`src/rtl/alu_issue_ctrl.sv`:
```
// Issue controller wrapping a combinational ALU: IDLE -> EXEC -> RESP.
// Optional ALU_ISSUE_OPCNT_EN adds a 16-bit completed-response counter.
module alu_issue_ctrl (
    input  logic        clk,
    input  logic        rst,
    input  logic        req_valid,
    output logic        req_ready,
    input  logic [4:0]  req_funct,
    input  logic [31:0] req_rs,
    input  logic [31:0] req_rt,
    input  logic [4:0]  req_shamt,
    output logic        rsp_valid,
    input  logic        rsp_ready,
    output logic [31:0] rsp_result,
    output logic        rsp_error,
    output logic        flag_n,
    output logic        flag_z,
    output logic        flag_c,
    output logic [31:0] alu_in1,
    output logic [31:0] alu_in2,
    output logic [4:0]  alu_shamt,
    output logic [3:0]  alu_ctrl,
    input  logic [31:0] alu_out,
    input  logic        alu_negative,
    input  logic        alu_zero,
    input  logic        alu_carry
`ifdef ALU_ISSUE_OPCNT_EN
    ,
    output logic [15:0] op_count
`endif
);

    localparam logic [1:0] IDLE = 2'b00;
    localparam logic [1:0] EXEC = 2'b01;
    localparam logic [1:0] RESP = 2'b10;

    logic [1:0] state;
    logic       funct_legal;
    logic       accept;

    assign funct_legal = !req_funct[4] && (req_funct[3:0] <= 4'hA);
    assign req_ready   = (state == IDLE);
    assign rsp_valid   = (state == RESP);
    assign accept      = req_valid && req_ready;

    always_ff @(posedge clk) begin
        if (rst) begin
            state      <= IDLE;
            rsp_result <= '0;
            rsp_error  <= 1'b0;
            flag_n     <= 1'b0;
            flag_z     <= 1'b0;
            flag_c     <= 1'b0;
            alu_in1    <= '0;
            alu_in2    <= '0;
            alu_shamt  <= '0;
            alu_ctrl   <= '0;
        end else begin
            unique case (state)
                IDLE: begin
                    if (accept) begin
                        if (funct_legal) begin
                            alu_in1   <= req_rs;
                            alu_in2   <= req_rt;
                            alu_shamt <= req_shamt;
                            alu_ctrl  <= req_funct[3:0];
                            state     <= EXEC;
                        end else begin
                            // ALU drive stays put so the last legal op is not disturbed
                            rsp_result <= '0;
                            rsp_error  <= 1'b1;
                            state      <= RESP;
                        end
                    end
                end
                EXEC: begin
                    rsp_result <= alu_out;
                    rsp_error  <= 1'b0;
                    flag_n     <= alu_negative;
                    flag_z     <= alu_zero;
                    flag_c     <= alu_carry;
                    state      <= RESP;
                end
                RESP: begin
                    if (rsp_ready) begin
                        state <= IDLE;
                    end
                end
                default: begin
                    state <= IDLE;
                end
            endcase
        end
    end

`ifdef ALU_ISSUE_OPCNT_EN
    always_ff @(posedge clk) begin
        if (rst) begin
            op_count <= '0;
        end else if (rsp_valid && rsp_ready) begin
            op_count <= op_count + 16'd1;
        end
    end
`endif

endmodule

```
`config.mk`:
```
export PLATFORM = sky130hd
export DESIGN_NAME = alu_issue_ctrl
export DESIGN_NICKNAME = d
export VERILOG_FILES = /design/src/rtl/alu_issue_ctrl.sv
export SDC_FILE = /design/constraint.sdc
export NUM_CORES = 1
export LEC_CHECK = 0
export ABC_CLOCK_PERIOD_IN_PS = 1900
export CORE_MARGIN = 1.5
export CORE_UTILIZATION = 42
export CTS_CLUSTER_DIAMETER = 80
export CTS_CLUSTER_SIZE = 8
export DETAILED_ROUTE_END_ITERATION = 6
export HOLD_SLACK_MARGIN = 0.08
export PLACE_DENSITY = 0.91
export SYNTH_ARGS = -nofsm -noshare
export SYNTH_HDL_FRONTEND = slang
export SYNTH_SLANG_ARGS = --single-unit
```
`constraint.sdc`:
```
create_clock -name clk -period 1.9 [get_ports clk]
set_input_delay 0.38 -clock clk [delete_from_list [all_inputs] [get_ports clk]]
set_output_delay 0.38 -clock clk [all_outputs]
set_load 0.01 [all_outputs]
```
==> qor.csv, run 1 <==
stage,metric,value,unit
run_status,outcome,finished clean,
detailed_routing,dr.pass1.iters,4,
critical_path,worstPathMaxFanout,5,
critical_path,timing.reg2reg.setup_slack,0.40,ns
synth,synth_cell_type_count,26,
critical_path,r2r_startpoint,state[0]$_SDFFE_PP0P_,
grt,global_route_wire_length_before_repair,21420,um
floorplan,design.portCount,224,
timing,fin_worst_hold_slack,0.4255,ns
critical_path,timing.critical_path.to_type,primary output,
finish,final_common_cell,clkdlybuf4s50_1,
cts,clk-insertion-delay-late,0.34,ns
place,detailed_place_hpwl,10290,um
critical_path,critical_path.reg2reg.endpoint,flag_c$_SDFFE_PP0N_,
finish,post-route-cell-area,7569,um2
critical_path,cp.required,1.52,ns
timing,setup_repair_after_global_routing_missed_its_margin,false,
place,gp_routability_congestion,0.8123,
floorplan,die_area,12160,um2
floorplan,initial_utilization,43.82,%
detailed_routing,vias_per_inst,5.163,
place,placed_cell_area,7276,um2
flow_run,max_cap_violations,0,
grt,globalRoute.totalOverflow,0,
critical_path,critical_path_data_arrival_time,1.46,ns
power_and_ir_drop,peakVddDrop,0.5661,mV
detailed_routing,drc,0,
power_and_ir_drop,power_density,692.1,nW/um2
synth,syn_std_cell_area,4833,um2
synth,ys_ff_latch,111,
cts,cts_tree,built,
synth,postSynth.asyncResetShare,0,%
place,port_buffers,223,
synth,fraction_of_the_yosys_area_taken_by_sequential_cells,45.97,%
synth,synth_enable_flop_cells,0,
critical_path,critical_path_destination,rsp_valid,
critical_path,critical_path_start_end_classification,reg2out,
floorplan,floorplan.die.height,110.3,um
timing,hold_viol_final,0,
cts,clkSlewWorstSetupHoldPaths,0.07,ns
cts,clockBufferDepth,2,
critical_path,r2r.worst_path.cells,5,
cts,cts_made_buffers,9,
critical_path,worstSetupStartpointType,flip-flop,
floorplan,die_w,110.3,um
detailed_routing,vias,4564,
timing,slew_violations,0,
floorplan,floorplan.core_area,11030,um2
grt,grt_pass1_vias,4587,
critical_path,worstSetupStartpoint,state[1]$_SDFFE_PP0P_,
power_and_ir_drop,power,0.005238,W
cts,tritoncts_num_sinks,111,
detailed_routing,final_antenna_net_count,0,
detailed_routing,initialDrtViolationCount,220,
grt,grt_max_degree,58,
timing,maxClockFrequency,544.5,MHz
synth,synth-warning-count,0,
detailed_routing,wire_per_inst,15.88,um
cts,cts.hold.buffers_added,0,
synth,average_cell_area_after_synthesis,9.137,um2
min_path,min-delay-path-class,in2reg,
finish,layout_common_cells,"clkdlybuf4s50_1, nand2_1, dfxtp_1, mux2i_1, inv_1",
timing,finalSetupViolCount,0,
power_and_ir_drop,power.leakage,2.876,nW
cts,clk_root_buffer_cell,clkbuf_16,
finish,synthToLayoutAreaGrowth,56.59,%
timing,worst_clock_skew,0.008032,ns
detailed_routing,routed_wl,14040,um
finish,fin_cells,884,
synth,syn-num-nets,642,
timing,worstMarginPinSlew,0.3317,ns
timing,fin_crit_period,1.836,ns
timing,period_share,96.65,%
timing,maxSlewHeadroom,77.60,%
synth,postSynthCellCount,529,
grt,grt_overall_usage,22.41,%
place,dpl.cell_count,869,
finish,drive_above_1_share,6.452,%
finish,n_antenna_cell,0,
finish,nNetsFinal,853,
grt,antenna_found_initial,0,
floorplan,floorplan.rows,38,
synth,synth_top_flop_cell,dfxtp_1,
cts,htree_num_levels,3,
[flip-flops by register name (all words and copies together), names as in the netlist, 2 cells and up]
register	flops
alu_in1	32
alu_shamt	5
state	2
alu_ctrl	4
alu_in2	32
rsp_result	32
[timing repair]
item                                    in CTS  in global routing
buffers inserted                             0                  0
endpoints found under the setup margin       1                  1
resized for setup                            2                  1
endpoints found under the hold margin        0                  0
[synth_stat cells (all sizes together) (2+ instances only)]
| cell | count | area share (%) |
|---|---|---|
| a21oi | 2 | 0.21 |
| a31oi | 32 | 4.1 |
| and3b | 32 | 5.8 |
| buf | 18 | 3.8 |
| clkbuf | 31 | 2.4 |
| dfxtp | 111 | 46 |
| inv | 35 | 2.7 |
| mux2i | 76 | 16 |
| nand2 | 146 | 11 |
| nor2 | 4 | 0.31 |
| nor2b | 2 | 0.26 |
| o41ai | 32 | 5.8 |
[critical path: stages (launching register included)]
cell and delay [ns]:
dfxtp_2 0.37, nor2b_2 0.19, clkdlybuf4s50_1 0.57
[stage by stage]
stage	setup WS, ns	TNS (ns)	util (%)
floorplan	0.4565	0	-
global placement	-0.06111	-3.081	65.96
detailed placement	-0.1704	-8.456	65.96
CTS	0.02631	0	68.60
global route	0.02465	0	68.61
finish	0.06359	0	68.61
[power breakdown]
part / switching [W] / internal (W)
clock network: 0.000847 / 0.00102
registers: 0.0000557 / 0.00242
logic: 0.000373 / 0.000526
[cell type report]
type | count | area, um2
well taps | 140 | 175.2
inverters | 35 | 133.9
repair buffers | 249 | 2560
clock buffers | 10 | 229.0
flip-flops and latches | 111 | 2225
fillers | 842 | 3462
multi-input cells | 334 | 2187
clock inverters | 5 | 58.81
[metal layers]
metal	global-route usage [%]	wire, um	share of wire, %
met5	0	0	0
met2	40.21	6960	50
met4	9.799	354	2.5
met3	4.821	903	6.4
met1	25.46	5819	41
[logic make-up (layout without fill, tap and decap cells)]
kind of cell    count (synthesis)  count (layout)  share of synthesized area [%]
compound gates                 70              70                          10.77
buf+inv                        84             299                          8.879
flops                         111             111                          45.97
mux                            76              76                          15.74
simple gates                  188             188                          18.64
[worst min-delay path by stage]
stage	startpoint	to	cells past startpoint
5_1_grt	rst	rsp_result[20]$_SDFFE_PP0P_	2
2_1_floorplan	rsp_error$_SDFFE_PP0P_	rsp_error$_SDFFE_PP0P_	2
3_5_place_dp	alu_in2[6]$_SDFFE_PP0P_	alu_in2[6]$_SDFFE_PP0P_	2
4_1_cts	rst	rsp_result[15]$_SDFFE_PP0P_	2
3_3_place_gp	alu_in2[22]$_SDFFE_PP0P_	alu_in2[22]$_SDFFE_PP0P_	2
6_report	rst	rsp_result[15]$_SDFFE_PP0P_	2
No activity file was read; power rests on OpenSTA's default activity.
==> inputs of run 2 (changes only) <==
--- a/config.mk
+++ b/config.mk
@@ -6,13 +6,13 @@
 export NUM_CORES = 1
 export LEC_CHECK = 0
 export ABC_CLOCK_PERIOD_IN_PS = 1900
-export CORE_MARGIN = 1.5
 export CORE_UTILIZATION = 42
 export CTS_CLUSTER_DIAMETER = 80
 export CTS_CLUSTER_SIZE = 8
 export DETAILED_ROUTE_END_ITERATION = 6
 export HOLD_SLACK_MARGIN = 0.08
 export PLACE_DENSITY = 0.91
+export REMOVE_ABC_BUFFERS = 1
 export SYNTH_ARGS = -nofsm -noshare
 export SYNTH_HDL_FRONTEND = slang
 export SYNTH_SLANG_ARGS = --single-unit
==> qor.csv, run 2 (same netlist as run 1, synthesis figures left out) <==
stage,metric,value,unit,change
power_and_ir_drop,peakVddDrop,0.3818,mV,-33%
timing,maxSlewHeadroom,72.75,%,-4.8 points
detailed_routing,initialDrtViolationCount,233,,+5.9%
grt,globalRoute.totalOverflow,0,,unchanged
floorplan,die_w,109.3,um,-0.91%
power_and_ir_drop,power.leakage,2.944,nW,+2.4%
cts,cts.hold.buffers_added,0,,unchanged
critical_path,r2r_startpoint,state[1]$_SDFFE_PP0P_,,
grt,grt_overall_usage,23.14,%,+0.73 points
finish,nNetsFinal,857,,+0.47%
timing,fin_crit_period,1.775,ns,-0.06103 ns
finish,utilization,69.57,%,+0.95 points
cts,clk-insertion-delay-late,0.35,ns,about the same
cts,clkSlewWorstSetupHoldPaths,0.07,ns,about the same
place,dpl.cell_count,873,,+0.46%
finish,final_common_cell,clkdlybuf4s50_1,,
grt,grt_pass1_vias,4577,,-0.22%
place,gp_routability_congestion,0.8170,,+0.58%
cts,htree_num_levels,3,,unchanged
detailed_routing,wire_per_inst,15.64,um,-1.5%
detailed_routing,vias_per_inst,5.208,,+0.88%
timing,finalSetupViolCount,0,,unchanged
grt,antenna_found_initial,0,,unchanged
cts,tritoncts_num_sinks,111,,unchanged
power_and_ir_drop,power.share.sequential,45.7,%,-1.5 points
timing,slew_violations,0,,unchanged
critical_path,critical_path.reg2reg.endpoint,rsp_result[22]$_SDFFE_PP0P_,,
timing,worst_clock_skew,0.006927,ns,-0.001105 ns
critical_path,timing.reg2reg.setup_slack,0.32,ns,-0.08 ns
power_and_ir_drop,share_clk_of_total_power,37.5,%,+1.9 points
floorplan,die_area,11940,um2,-1.8%
grt,global_route_wire_length_before_repair,21750,um,+1.5%
power_and_ir_drop,power_switching_share,23.52,%,-0.84 points
critical_path,worstPathMaxFanout,12,,+7
critical_path,slowest_stage,clkdlybuf4s50_1,,
critical_path,worstSetupStartpointType,flip-flop,,
detailed_routing,final_antenna_net_count,0,,unchanged
power_and_ir_drop,power_density,705.6,nW/um2,+1.9%
detailed_routing,drc,0,,unchanged
floorplan,initial_utilization,43.82,%,unchanged
floorplan,floorplan.core_area,11030,um2,unchanged
timing,setup_repair_after_global_routing_missed_its_margin,false,,
critical_path,timing.critical_path.to_type,primary output,,
detailed_routing,vias,4625,,+1.3%
timing,worstMarginPinSlew,0.4069,ns,+0.07523 ns
min_path,worst_hold_startpoint,rst,,
floorplan,floorplan.rows,38,,unchanged
critical_path,worstPathCellList,"nor2_1, clkdlybuf4s50_1",,
timing,maxClockFrequency,563.3,MHz,+3.4%
grt,grt_max_degree,66,,+14%
finish,largest_registers,"alu_in1: 32 flops, alu_in2: 32 flops, rsp_result: 32 flops",,
cts,clk_root_buffer_cell,clkbuf_16,,
critical_path,cp.required,1.52,ns,about the same
min_path,min-delay-path-class,in2reg,,
finish,synthToLayoutAreaGrowth,58.76,%,
cts,clockBufferDepth,2,,unchanged
flow_run,max_cap_violations,0,,unchanged
detailed_routing,routed_wl,13890,um,-1.1%
cts,cts_tree,built,,
finish,fin_cells,888,,+0.45%
finish,layout_common_cells,"clkdlybuf4s50_1, nand2_1, dfxtp_1, mux2i_1, inv_1",,
critical_path,critical_path_data_arrival_time,1.40,ns,-0.06 ns
power_and_ir_drop,p_int,0.004141,W,+4.5%
timing,period_share,93.44,%,-3.2 points
power_and_ir_drop,switchingPower,0.001273,W,-0.20%
place,detailed_place_hpwl,10150,um,-1.4%
finish,drive_above_1_share,6.952,%,+0.50 points
detailed_routing,dr.pass1.iters,4,,unchanged
run_status,outcome,finished clean,,
critical_path,r2r.worst_path.cells,5,,unchanged
finish,n_antenna_cell,0,,unchanged
cts,cts_made_buffers,9,,unchanged
timing,hold_viol_final,0,,unchanged
floorplan,floorplan.die.height,109.3,um,-0.91%
place,port_buffers,223,,unchanged
critical_path,critical_path.max_stage_delay,0.54,ns,-0.03 ns
critical_path,critical_path_start_end_classification,reg2out,,
floorplan,design.portCount,224,,unchanged
critical_path,critical_path_destination,req_ready,,
critical_path,worstSetupStartpoint,state[0]$_SDFFE_PP0P_,,
power_and_ir_drop,power_frac_comb,16.7,%,-0.5 points
-- run 2: what timing repair did --
| action | CTS | global route |
|---|---|---|
| gates resized for setup | 2 | 3 |
| endpoints found under the setup margin | 2 | 1 |
| hold endpoints to repair | 0 | 0 |
| buffers inserted | 0 | 0 |
-- run 2: metal layers --
| layer | vias to the layer above | global-route usage [%] | share of wire (%) |
|---|---|---|---|
| met2 | 186 | 41.60 | 51 |
| met4 | 0 | 9.048 | 2.8 |
| met3 | 30 | 6.276 | 7.7 |
| li1 | 2245 | - | - |
| met5 | - | 0 | 0 |
| met1 | 2164 | 25.77 | 38 |
-- run 2: area by class of cell --
class | instances | area, um2
clock buffers | 10 | 239.0
repair buffers | 253 | 2630
well taps | 140 | 175.2
inverters | 35 | 133.9
clock inverters | 5 | 81.33
flip-flops and latches | 111 | 2230
multi-input cells | 334 | 2185
fillers | 810 | 3357
-- run 2: how the worst min path moves through the flow --
| stage | cells past startpoint | to | slack, ns |
|---|---|---|---|
| after floorplan | 1 | state[1]$_SDFFE_PP0P_ | 0.45 |
| after detailed placement | 2 | alu_in1[24]$_SDFFE_PP0P_ | 0.45 |
| after global routing | 2 | rsp_result[4]$_SDFFE_PP0P_ | 0.36 |
| after global placement | 2 | alu_in2[31]$_SDFFE_PP0P_ | 0.44 |
| final | 2 | rsp_result[4]$_SDFFE_PP0P_ | 0.36 |
| after CTS | 2 | rsp_result[3]$_SDFFE_PP0P_ | 0.35 |
-- run 2: through the flow --
step,total power (W),cell area (um2),hold slack [ns],TNS [ns],setup WS (ns)
2_1_floorplan,0.002842,4536,0.4491,-224.29,-2.624
3_3_place_gp,0.003404,7343,0.4410,-3.373,-0.07148
3_5_place_dp,0.003433,7343,0.4481,-6.921,-0.1766
4_1_cts,0.005436,7666,0.3524,0,0.01204
5_1_grt,0.005605,7674,0.3640,0,0.05295
6_report,0.005415,7674,0.3595,0,0.1246
-- run 2: worst max-delay path, delay by kind of cell (launching register included) --
kind / cells / cell delay, ns
buffers and inverters: 1 / 0.54
flip-flops: 1 / 0.41
AND/OR/NAND/NOR: 1 / 0.11
-- run 2: power groups by stage --
stage	clock network, W	registers [W]	logic (W)
floorplan	0	0.00257	0.000273
global placement	0	0.00252	0.000880
detailed placement	0	0.00253	0.000906
CTS	0.00205	0.00248	0.000912
global route	0.00215	0.00249	0.000967
finish	0.00203	0.00248	0.000907
==> inputs of run 3 (changes only) <==
--- a/config.mk
+++ b/config.mk
@@ -5,7 +5,7 @@
 export SDC_FILE = /design/constraint.sdc
 export NUM_CORES = 1
 export LEC_CHECK = 0
-export ABC_CLOCK_PERIOD_IN_PS = 1900
+export ABC_CLOCK_PERIOD_IN_PS = 1800
 export CORE_UTILIZATION = 42
 export CTS_CLUSTER_DIAMETER = 80
 export CTS_CLUSTER_SIZE = 8
==> constraint.sdc (replaced) <==
create_clock -name clk -period 1.8 [get_ports clk]
set_input_delay 0.36 -clock clk [delete_from_list [all_inputs] [get_ports clk]]
set_output_delay 0.36 -clock clk [all_outputs]
set_load 0.01 [all_outputs]
==> qor.csv, run 3 (same netlist as run 1, synthesis figures left out) <==
stage,metric,value,unit,change
timing,fin_crit_period,1.742,ns,
power_and_ir_drop,share_clk_of_total_power,39.3,%,+1.8 points
floorplan,initial_utilization,43.82,%,unchanged
grt,globalRoute.totalOverflow,0,,unchanged
power_and_ir_drop,power_switching_share,22.57,%,-0.95 points
cts,cts_made_buffers,9,,unchanged
floorplan,design.portCount,224,,unchanged
min_path,min-delay-path-class,in2reg,,
power_and_ir_drop,peakVddDrop,0.4592,mV,+20%
critical_path,slowest_stage,clkdlybuf4s50_1,,
timing,period_share,96.79,%,
detailed_routing,routed_wl,13930,um,+0.35%
detailed_routing,vias_per_inst,5.179,,-0.57%
critical_path,critical_path_start_end_classification,in2reg,,
grt,grt_pass1_vias,4542,,-0.76%
place,detailed_place_hpwl,10140,um,-0.12%
power_and_ir_drop,power_frac_comb,16.0,%,-0.7 points
cts,clkSlewWorstSetupHoldPaths,0.07,ns,about the same
place,port_buffers,223,,unchanged
timing,maxSlewHeadroom,75.37,%,+2.6 points
cts,cts_tree,built,,
timing,fin_worst_hold_slack,0.4119,ns,+0.05239 ns
timing,setup_ws,0.05784,ns,-0.06677 ns
run_status,outcome,finished clean,,
critical_path,worstSetupStartpointType,input pin,,
finish,drive_above_1_share,6.577,%,-0.37 points
timing,maxClockFrequency,574.0,MHz,
cts,clockBufferDepth,2,,unchanged
place,detailedPlace.worstSlack,-0.2758,ns,-0.09916 ns
grt,antenna_found_initial,0,,unchanged
detailed_routing,vias,4583,,-0.91%
floorplan,floorplan.core_area,11030,um2,unchanged
critical_path,worstPathCellList,"clkdlybuf4s50_1, a21o_1, nor4_4, buf_4, mux2i_1",,
timing,worstMarginPinSlew,0.3667,ns,-0.04018 ns
floorplan,die_w,109.3,um,unchanged
place,gp_routability_congestion,0.7993,,-2.2%
power_and_ir_drop,power_density,769.0,nW/um2,+9.0%
cts,clk_root_buffer_cell,clkbuf_16,,
cts,htree_num_levels,3,,unchanged
timing,slew_violations,0,,unchanged
finish,n_antenna_cell,0,,unchanged
timing,finalSetupViolCount,0,,unchanged
critical_path,worstPathMaxFanout,13,,+1
detailed_routing,drc,0,,unchanged
finish,final_common_cell,clkdlybuf4s50_1,,
finish,largest_registers,"alu_in1: 32 flops, alu_in2: 32 flops, rsp_result: 32 flops",,
critical_path,cp.required,2.06,ns,+0.54 ns
power_and_ir_drop,power.leakage,2.912,nW,-1.1%
timing,hold_viol_final,0,,unchanged
finish,nNetsFinal,854,,-0.35%
grt,grt_max_degree,75,,+14%
detailed_routing,dr.pass1.iters,6,,+2
floorplan,floorplan.rows,38,,unchanged
critical_path,crit_buf_inv,2,,+1
power_and_ir_drop,switchingPower,0.001321,W,+3.7%
floorplan,floorplan.die.height,109.3,um,unchanged
finish,layout_common_cells,"clkdlybuf4s50_1, nand2_1, dfxtp_1, mux2i_1, inv_1",,
timing,setup_repair_after_global_routing_missed_its_margin,true,,
detailed_routing,initialDrtViolationCount,268,,+15%
grt,global_route_wire_length_before_repair,21260,um,-2.3%
critical_path,critical_path_data_arrival_time,2.00,ns,+0.60 ns
detailed_routing,wire_per_inst,15.74,um,+0.69%
critical_path,critical_path.top_delay_family,buffers and inverters,,
finish,synthToLayoutAreaGrowth,57.44,%,
critical_path,timing.critical_path.to_type,flip-flop,,
power_and_ir_drop,power.share.sequential,44.6,%,-1.1 points
cts,tritoncts_num_sinks,111,,unchanged
cts,clk-insertion-delay-late,0.34,ns,about the same
timing,worst_clock_skew,0.003707,ns,-0.003220 ns
critical_path,critical_path.max_stage_delay,0.45,ns,-0.09 ns
flow_run,max_cap_violations,0,,unchanged
power_and_ir_drop,p_int,0.004531,W,+9.4%
detailed_routing,final_antenna_net_count,0,,unchanged
grt,grt_overall_usage,22.89,%,-0.25 points
floorplan,die_area,11940,um2,unchanged
run 3: cell types whose count changed in the layout (fill, tap and decap cells not counted), sizes merged:
cell / before / now
bufinv: 2 / 3
dlymetal6s2s: 1 / 0
buf: 31 / 28
clkinvlp: 1 / 0
clkinv: 1 / 0
inv: 36 / 35
clkbuf: 10 / 12
dlygate4sd2: 0 / 1
run 3: worst paths after layout:
check,start,to,slack [ns],cells after the start
setup / recovery,req_funct[3],alu_ctrl[3]$_SDFFE_PP0P_,0.06,5
hold / removal,rst,state[1]$_SDFFE_PP0P_,0.41,2
setup reg to reg,state[1]$_SDFFE_PP0P_,alu_ctrl[3]$_SDFFE_PP0P_,0.28,4
hold reg to reg,alu_in2[22]$_SDFFE_PP0P_,alu_in2[22]$_SDFFE_PP0P_,0.46,2
run 3: power groups by stage:
| stage | sequential, W | combinational, W | clock (W) |
|---|---|---|---|
| floorplan | 0.00271 | 0.000288 | 0 |
| global placement | 0.00266 | 0.000906 | 0 |
| detailed placement | 0.00267 | 0.000932 | 0 |
| CTS | 0.00261 | 0.000937 | 0.00233 |
| global route | 0.00262 | 0.00100 | 0.00241 |
| finish | 0.00261 | 0.000938 | 0.00230 |
run 3: per-stage QoR:
stage                     setup TNS (ns)  instances  utilization, %  area (um2)  total power (W)
after floorplan                  -235.39        480               -        4536         0.003000
after global placement            -11.09        868           65.66        7243         0.003568
after detailed placement          -16.21        868           65.66        7243         0.003598
after CTS                              0        883           68.82        7591         0.005879
after global routing            -0.02736        885           68.99        7610         0.006036
final                                  0        885           68.99        7610         0.005852
run 3: cell type report:
cell class	count	area, um2
flip-flops and latches	111	2225
fillers	831	3421
clock inverters	3	90.09
inverters	35	133.9
clock buffers	12	256.5
well taps	140	175.2
repair buffers	250	2541
multi-input cells	334	2188
run 3: worst reg2reg max path, stage by stage (launching register included):
cell	delay, ns
dfxtp_2	0.35
nand2b_1	0.20
nor4_4	0.29
buf_4	0.33
mux2i_1	0.27
run 3: metal layers:
layer  vias up  GRT usage (%)  part of all wire (%)
met2       165          41.24                    51
li1       2224              -                     -
met5         -              0                     0
met3        29          4.842                   6.3
met1      2165          25.44                    40
met4         0          11.05                   2.8
run 3: repair_timing:
action,4_1_cts,5_1_grt
buffers inserted,0,2
hold buffers,0,0
gates resized for setup,3,1
endpoints found under the setup margin,2,3
